$ cat config.mk
export PLATFORM = sky130hd
export DESIGN_NAME = tx_ep_arb
export DESIGN_NICKNAME = d
export VERILOG_FILES = /design/src/rtl/tx_ep_arb.sv
export SDC_FILE = /design/constraint.sdc
export NUM_CORES = 1
export LEC_CHECK = 0
export ABC_AREA = 1
export CAP_MARGIN = 20
export CORE_MARGIN = 8
export CORE_UTILIZATION = 27
export CTS_CLUSTER_DIAMETER = 120
export DETAILED_ROUTE_END_ITERATION = 16
export PLACE_DENSITY = 0.85
export SETUP_SLACK_MARGIN = 0.4
export SLEW_MARGIN = 0
export SYNTH_ARGS = -nofsm -noshare
export SYNTH_HDL_FRONTEND = slang
export SYNTH_SLANG_ARGS = --single-unit
$ cat constraint.sdc
create_clock -name clk -period 4.3 [get_ports clk]
set_clock_uncertainty 0.05 [all_clocks]
set_input_delay 0.86 -clock clk [delete_from_list [all_inputs] [get_ports clk]]
set_output_delay 0.86 -clock clk [all_outputs]
set_load 0.01 [all_outputs]
$ cat src/rtl/tx_ep_arb.sv
// tx_ep_arb: arbitrates the shared TRN transmit interface between two requesters; macro TAG_CREDIT_EN adds tag credit gating
module tx_ep_arb #(
    parameter logic [63:0] IDLE_TD  = 64'h0,
    parameter int          WDOG_CYC = 16
) (
    input  logic        clk,
    input  logic        rst,
    output logic [63:0] trn_td,
    output logic [7:0]  trn_trem_n,
    output logic        trn_tsof_n,
    output logic        trn_teof_n,
    output logic        trn_tsrc_rdy_n,
    input  logic [63:0] r0_td,
    input  logic [63:0] r1_td,
    input  logic [7:0]  r0_trem_n,
    input  logic [7:0]  r1_trem_n,
    input  logic        r0_tsof_n,
    input  logic        r1_tsof_n,
    input  logic        r0_teof_n,
    input  logic        r1_teof_n,
    input  logic        r0_tsrc_rdy_n,
    input  logic        r1_tsrc_rdy_n,
    input  logic        r0_req_ep,
    input  logic        r1_req_ep,
    input  logic        r0_drv_ep,
    input  logic        r1_drv_ep,
    input  logic        r0_tag_inc,
    input  logic        r1_tag_inc,
`ifdef TAG_CREDIT_EN
    input  logic        cpl_tag_rel,
    output logic        tags_full,
`endif
    output logic        r0_my_trn,
    output logic        r1_my_trn,
    output logic [4:0]  tag_trn,
    output logic        arb_busy
);
    localparam logic [2:0] S_IDLE  = 3'd0;
    localparam logic [2:0] S_GNT0  = 3'd1;
    localparam logic [2:0] S_GNT1  = 3'd2;
    localparam logic [2:0] S_BUSY0 = 3'd3;
    localparam logic [2:0] S_BUSY1 = 3'd4;

    logic [2:0] r_state;
    logic       r_last;
    logic [7:0] r_wdog;
    logic [4:0] r_tag;
    logic       w_req0;
    logic       w_own1;
    logic       w_drv;
    logic       w_req;

`ifdef TAG_CREDIT_EN
    logic [5:0] r_out;
    logic [6:0] w_sum;
    logic [6:0] w_next;

    assign w_sum  = 7'(r_out) + 7'(r0_tag_inc) + 7'(r1_tag_inc);
    assign w_next = (cpl_tag_rel && w_sum != 7'd0) ? w_sum - 7'd1 : w_sum;

    // outstanding read tags, saturating at 32 so a runaway requester cannot wrap it
    always_ff @(posedge clk) begin
        r_out <= rst ? 6'd0 : (w_next > 7'd32 ? 6'd32 : w_next[5:0]);
    end

    assign tags_full = r_out == 6'd32;
    assign w_req0    = r0_req_ep & ~tags_full;
`else
    assign w_req0 = r0_req_ep;
`endif

    // select the current owner's handshake for the grant/busy exits
    always_comb begin
        w_own1 = r_state == S_GNT1 || r_state == S_BUSY1;
        w_drv  = w_own1 ? r1_drv_ep : r0_drv_ep;
        w_req  = w_own1 ? r1_req_ep : r0_req_ep;
    end

    // grant FSM: round-robin on ties, watchdog revokes an abandoned grant
    always_ff @(posedge clk) begin
        if (rst) begin
            r_state <= S_IDLE;
            r_last  <= 1'b1;
            r_wdog  <= 8'd0;
        end else begin
            case (r_state)
                S_IDLE: begin
                    r_wdog <= 8'd0;
                    if (w_req0 && (!r1_req_ep || r_last))
                        r_state <= S_GNT0;
                    else if (r1_req_ep)
                        r_state <= S_GNT1;
                end
                S_GNT0, S_GNT1: begin
                    if (w_drv)
                        r_state <= w_own1 ? S_BUSY1 : S_BUSY0;
                    else if (w_req)
                        r_wdog <= 8'd0;
                    else if (r_wdog == 8'(WDOG_CYC - 1))
                        r_state <= S_IDLE;
                    else
                        r_wdog <= r_wdog + 8'd1;
                end
                S_BUSY0, S_BUSY1: begin
                    if (!w_drv) begin
                        r_state <= S_IDLE;
                        r_last  <= w_own1;
                    end
                end
                default: r_state <= S_IDLE;
            endcase
        end
    end

    // shared read tag counter; both requesters may consume a tag in one cycle
    always_ff @(posedge clk) begin
        r_tag <= rst ? 5'd0 : r_tag + 5'(r0_tag_inc) + 5'(r1_tag_inc);
    end

    // zero-latency TRN mux following drv_ep, requester 0 first
    always_comb begin
        trn_td         = r0_drv_ep ? r0_td         : r1_drv_ep ? r1_td         : IDLE_TD;
        trn_trem_n     = r0_drv_ep ? r0_trem_n     : r1_drv_ep ? r1_trem_n     : 8'hFF;
        trn_tsof_n     = r0_drv_ep ? r0_tsof_n     : r1_drv_ep ? r1_tsof_n     : 1'b1;
        trn_teof_n     = r0_drv_ep ? r0_teof_n     : r1_drv_ep ? r1_teof_n     : 1'b1;
        trn_tsrc_rdy_n = r0_drv_ep ? r0_tsrc_rdy_n : r1_drv_ep ? r1_tsrc_rdy_n : 1'b1;
    end

    assign r0_my_trn = r_state == S_GNT0 || r_state == S_BUSY0;
    assign r1_my_trn = r_state == S_GNT1 || r_state == S_BUSY1;
    assign tag_trn   = r_tag;
    assign arb_busy  = r_state != S_IDLE;
endmodule

Yosys cells after proc, flatten, opt, wreduce, memory -nomap -nowiden --
Cells that the tools add are included.
Word-level totals: flip-flop bits (word level) 17, bits of input ports 158, output and inout port bits 83, logic and storage cells 56
Cells by class: add/sub/neg operators 3, equality and inequality tests 11, multiplexer cells 24, bitwise gates (word level) 1, reductions and logical operators 13
Operators by type and width (count):
- $mux 64 | 2
- $mux 8 | 5
- $mux 3 | 7
- $pmux 8 s2 | 1
- $ne 3x3->1 const B | 4
- $add 5x1->5 | 2
- $pmux 3 s3 | 1
- $add 8x1->8 const B | 1
- $eq 8x4->1 const B | 1
- $mux 1 | 8
- $eq 3x2->1 const B | 2
- $ne 2x2->1 const B | 2
- $reduce_and 4->1 | 1
- $reduce_or 2->1 | 2
- $eq 3x1->1 const B | 1
- $eq 3x3->1 const B | 1
- $logic_not 3->1 | 1
- $logic_or 1x1->1 | 3
- $reduce_and 3->1 | 1
- $reduce_bool 3->1 | 1
- $reduce_and 2->1 | 1
- $reduce_bool 2->1 | 1
- $logic_and 1x1->1 | 1
- $logic_not 1->1 | 1
- $not 1->1 | 1

Logic depth before layout (Yosys ltp) --
Gate-level depths: netlist of the first run.
depth after elaboration 6, mapped depth 12, gate-level depth less buffers 12

Worst setup path before layout of the first run --
OpenSTA, ideal clock, no wires.
path kind in2out, start input r1_drv_ep, end output trn_td[10], data arrival time 1.782 ns, setup slack 1.608 ns, stages 5, path buffers 2, path through inv_1 nor2_1 clkbuf_1 clkbuf_1 a22o_1
Between the ends: cells in the longest elaborated chain, start to end 2
Ends and longest elaborated chain:
- start: declaration | RTL line 26 | input logic r1_drv_ep,
- $mux 64 (2 in a row) | RTL line 122 | trn_td = r0_drv_ep ? r0_td : r1_drv_ep ? r1_td : IDLE_TD;
- end: declaration | RTL line 8 | output logic [63:0] trn_td,
No other way between the ends.

Final worst setup path of the first run --
start input r1_drv_ep, end output trn_trem_n[5]
Between the ends: cells in the longest elaborated chain, start to end 2
Ends and longest elaborated chain:
- $mux 8 (2 in a row) | RTL line 123 | trn_trem_n = r0_drv_ep ? r0_trem_n : r1_drv_ep ? r1_trem_n : 8'hFF;
- end: declaration | RTL line 9 | output logic [7:0] trn_trem_n,
No other way between the ends.

==> reports/results.ini, run 1 <==
[global_route]
antenna_found_initial=1
grt_pass1_vias=2975
grt_use_total_pct=24.2
overflow=0
grt_pass1_wl_um=17900
grt_max_degree=62

[synth]
yosys.cell_types.count=25
syn_area_um2=1780
yosys-top-cells-count=a22o_1, nand2_1, nor2_1
async_flop_share_pct=0
synth_edf_count=0
synth_top_area_share_pct=31.5
syn-num-nets=416
ys.flop_type=dfxtp_1
post-synth-top-area-cell=a22o_1
avgSynthCellArea_um2=6.97
yosysMostFrequentCell=a22o_1
syn_inst=255
ys_seq_area_share_pct=19.1
synth-warning-count=0
synth.area.top_cells=a22o_1, dfxtp_1, nand2_1
ys_ff_latch=17

[route]
drt_iter0_drc=106
route.met3.wl_um=811
drtPass1Iterations=5
num_vias=2829
drc=0
wl_per_cell_um=22.1
top_layer=met5
wl_met1_um=4040
drtAntennaViolNets=0
wl_met2_um=7030
wl_um=12400
routed_via_density=5.04

[clock_network]
htree_levels=1
insertion_delay_ns=0.25
clock-sinks=17
post_cts_buffers=0
cts-root-buf=clkbuf_8
cts_tree=built
cts_max_path_buffers=2
cts_hold_buf=0
clk_pin_slew_ns=0.06
cts_resized=0
cts_buffers=3

[floorplan]
core_um2=6350
fp.dieW_um=97.2
die-area_um2=9440
die_h_um=97.2
initial_core_util_pct=28.0
io_pins=241
fp-row-count=29

[sta]
final-max-slew-violation-count=0
fin_setup_tns_ns=0
rsz0062_at_grt=no
slew_headroom_pct=61.3
period_share_pct=85.2
worst-slew-pin-transition_ns=0.580
hold_viol=0
period_minus_slack_ns=3.66
max_freq_mhz=273
setup_violations=0

[setup_path]
path_max_fanout=61
critPathRequiredTime_ns=3.39
crit_start=r1_drv_ep
start_kind=primary input
critPathArrivalTime_ns=2.75
rr_startpoint=r_state[1]
critPathSlowestCell=clkdlybuf4s50_1
worst-path-stages=7
slowest_delay_ns=0.50
cpLargestDelayFamily=buffers and inverters
critPathBufInv=5
cp_cell_sequence=clkdlybuf4s50_1 > inv_1 > nor2_4 > buf_12 > inv_1 > o22a_1 > clkdlybuf4s50_1
cp-end-kind=primary output
critPathKind=in -> out
rr_worst_depth=8

[cells_and_area]
layout-drive-gt1-share_pct=5.17
n_antenna_cell=0
area_delta_synth_final_pct=141
design_area_um2=4290
utilization_pct=67.6
nets=646

[min_path]
hp-class=reg -> reg
worstHoldStart=r_last
worst_hold_path.num_cells=2

[run_status]
status=finished clean

[pwr]
leakage_nw=1.75
power_density_nw_per_um2=279
vdd_drop_max_mv=0.185

[job]
maxCapViolations=0

[placed_design]
place_area_um2=4240
routabilityCongestion=0.918
io_buffers=240
dp.final_hpwl_um=10900

==> sequential cells by signal, indices dropped and copies added (netlist names) <==
| register | count |
|---|---|
| tag_trn | 5 |
| r_state | 3 |
| r_last | 1 |
| r_wdog | 8 |
==> worst min-delay path, stage by stage (launching register included) <==
cell	delay [ns]
dfxtp_1	0.33
a21oi_1	0.06
o21ai_1	0.06
==> cell usage in the layout (no fill, tap or decap) <==
cell type | netlist | layout
fa_1 | 1 | 1
nor3_1 | 4 | 4
clkbuf_8 | 0 | 3
o21ai_1 | 1 | 1
o21ai_0 | 2 | 2
ha_1 | 2 | 2
nand2_4 | 3 | 3
clkinvlp_4 | 0 | 1
inv_1 | 24 | 24
nand3_1 | 19 | 19
nand2_2 | 5 | 5
nor2_1 | 26 | 25
inv_2 | 4 | 4
nand3_2 | 2 | 2
nor2_4 | 1 | 2
buf_2 | 0 | 1
o22a_1 | 11 | 11
buf_4 | 0 | 1
a21oi_1 | 8 | 8
xor2_1 | 3 | 3
o21bai_1 | 1 | 1
buf_12 | 0 | 1
dfxtp_1 | 17 | 17
clkdlybuf4s50_1 | 0 | 239
nand2_1 | 35 | 35
a22o_1 | 64 | 64
nand4_1 | 2 | 2
o21ai_2 | 2 | 2
a21boi_0 | 1 | 1
==> worst paths after layout <==
| check | endpoint | slack [ns] |
|---|---|---|
| worst min-delay path | r_last | 0.44 |
| worst min register to register | r_last | 0.44 |
| worst max-delay path | trn_trem_n[5] | 0.64 |
| worst max register to register | r_wdog[0] | 2.58 |
==> metal layers <==
| metal | GRT usage (%) | up-vias |
|---|---|---|
| li1 | - | 1381 |
| met1 | 22.7 | 1277 |
| met2 | 48.1 | 145 |
| met3 | 5.83 | 24 |
| met4 | 10.4 | 2 |
| met5 | 0 | - |
==> where the power goes <==
| part | internal [mW] | switching, mW | total [mW] |
|---|---|---|---|
| Clock | 0.0652 | 0.0567 | 0.122 |
| Sequential | 0.189 | 0.0366 | 0.225 |
| Combinational | 0.419 | 0.431 | 0.851 |
| Total | 0.674 | 0.525 | 1.20 |
==> logic make-up after synthesis <==
kind of cell | Yosys count | synth area share, %
and+or+nand+nor | 97 | 25.5
AOI/OAI and AO/OA | 90 | 41.9
buffers and inverters | 45 | 9.50
DFF | 17 | 19.1
xor gates and xnor gates | 3 | 1.48
adders and majority gates | 3 | 2.53
==> through the flow <==
stage,cells,worst slack (ns),hold slack [ns],total power [mW]
6_report,561,0.636,0.439,1.20
5_1_grt,561,0.535,0.481,1.29
4_1_cts,561,0.625,0.441,1.20
3_5_place_dp,557,0.627,0.425,1.07
3_3_place_gp,557,0.684,0.415,1.06
2_1_floorplan,255,1.61,0.399,0.673
==> final cells by class <==
type,count,area [um2]
clock buffer,3,41.3
clock inverter,1,7.51
timing repair buffer,242,2420
sequential,17,340
inverter,28,105
tap,77,96.3
multi-input combinational,193,1280
fill,526,2060
Power figures use the tool's default switching activity.
==> run 2: changes to the inputs <==
--- a/config.mk
+++ b/config.mk
@@ -6,7 +6,7 @@
 export NUM_CORES = 1
 export LEC_CHECK = 0
 export ABC_AREA = 1
-export CAP_MARGIN = 20
+export CAP_MARGIN = 40
 export CORE_MARGIN = 8
 export CORE_UTILIZATION = 27
 export CTS_CLUSTER_DIAMETER = 120
==> results of run 2 <==
Same layout as run 1: the final DEF is identical, and so are final timing and power.
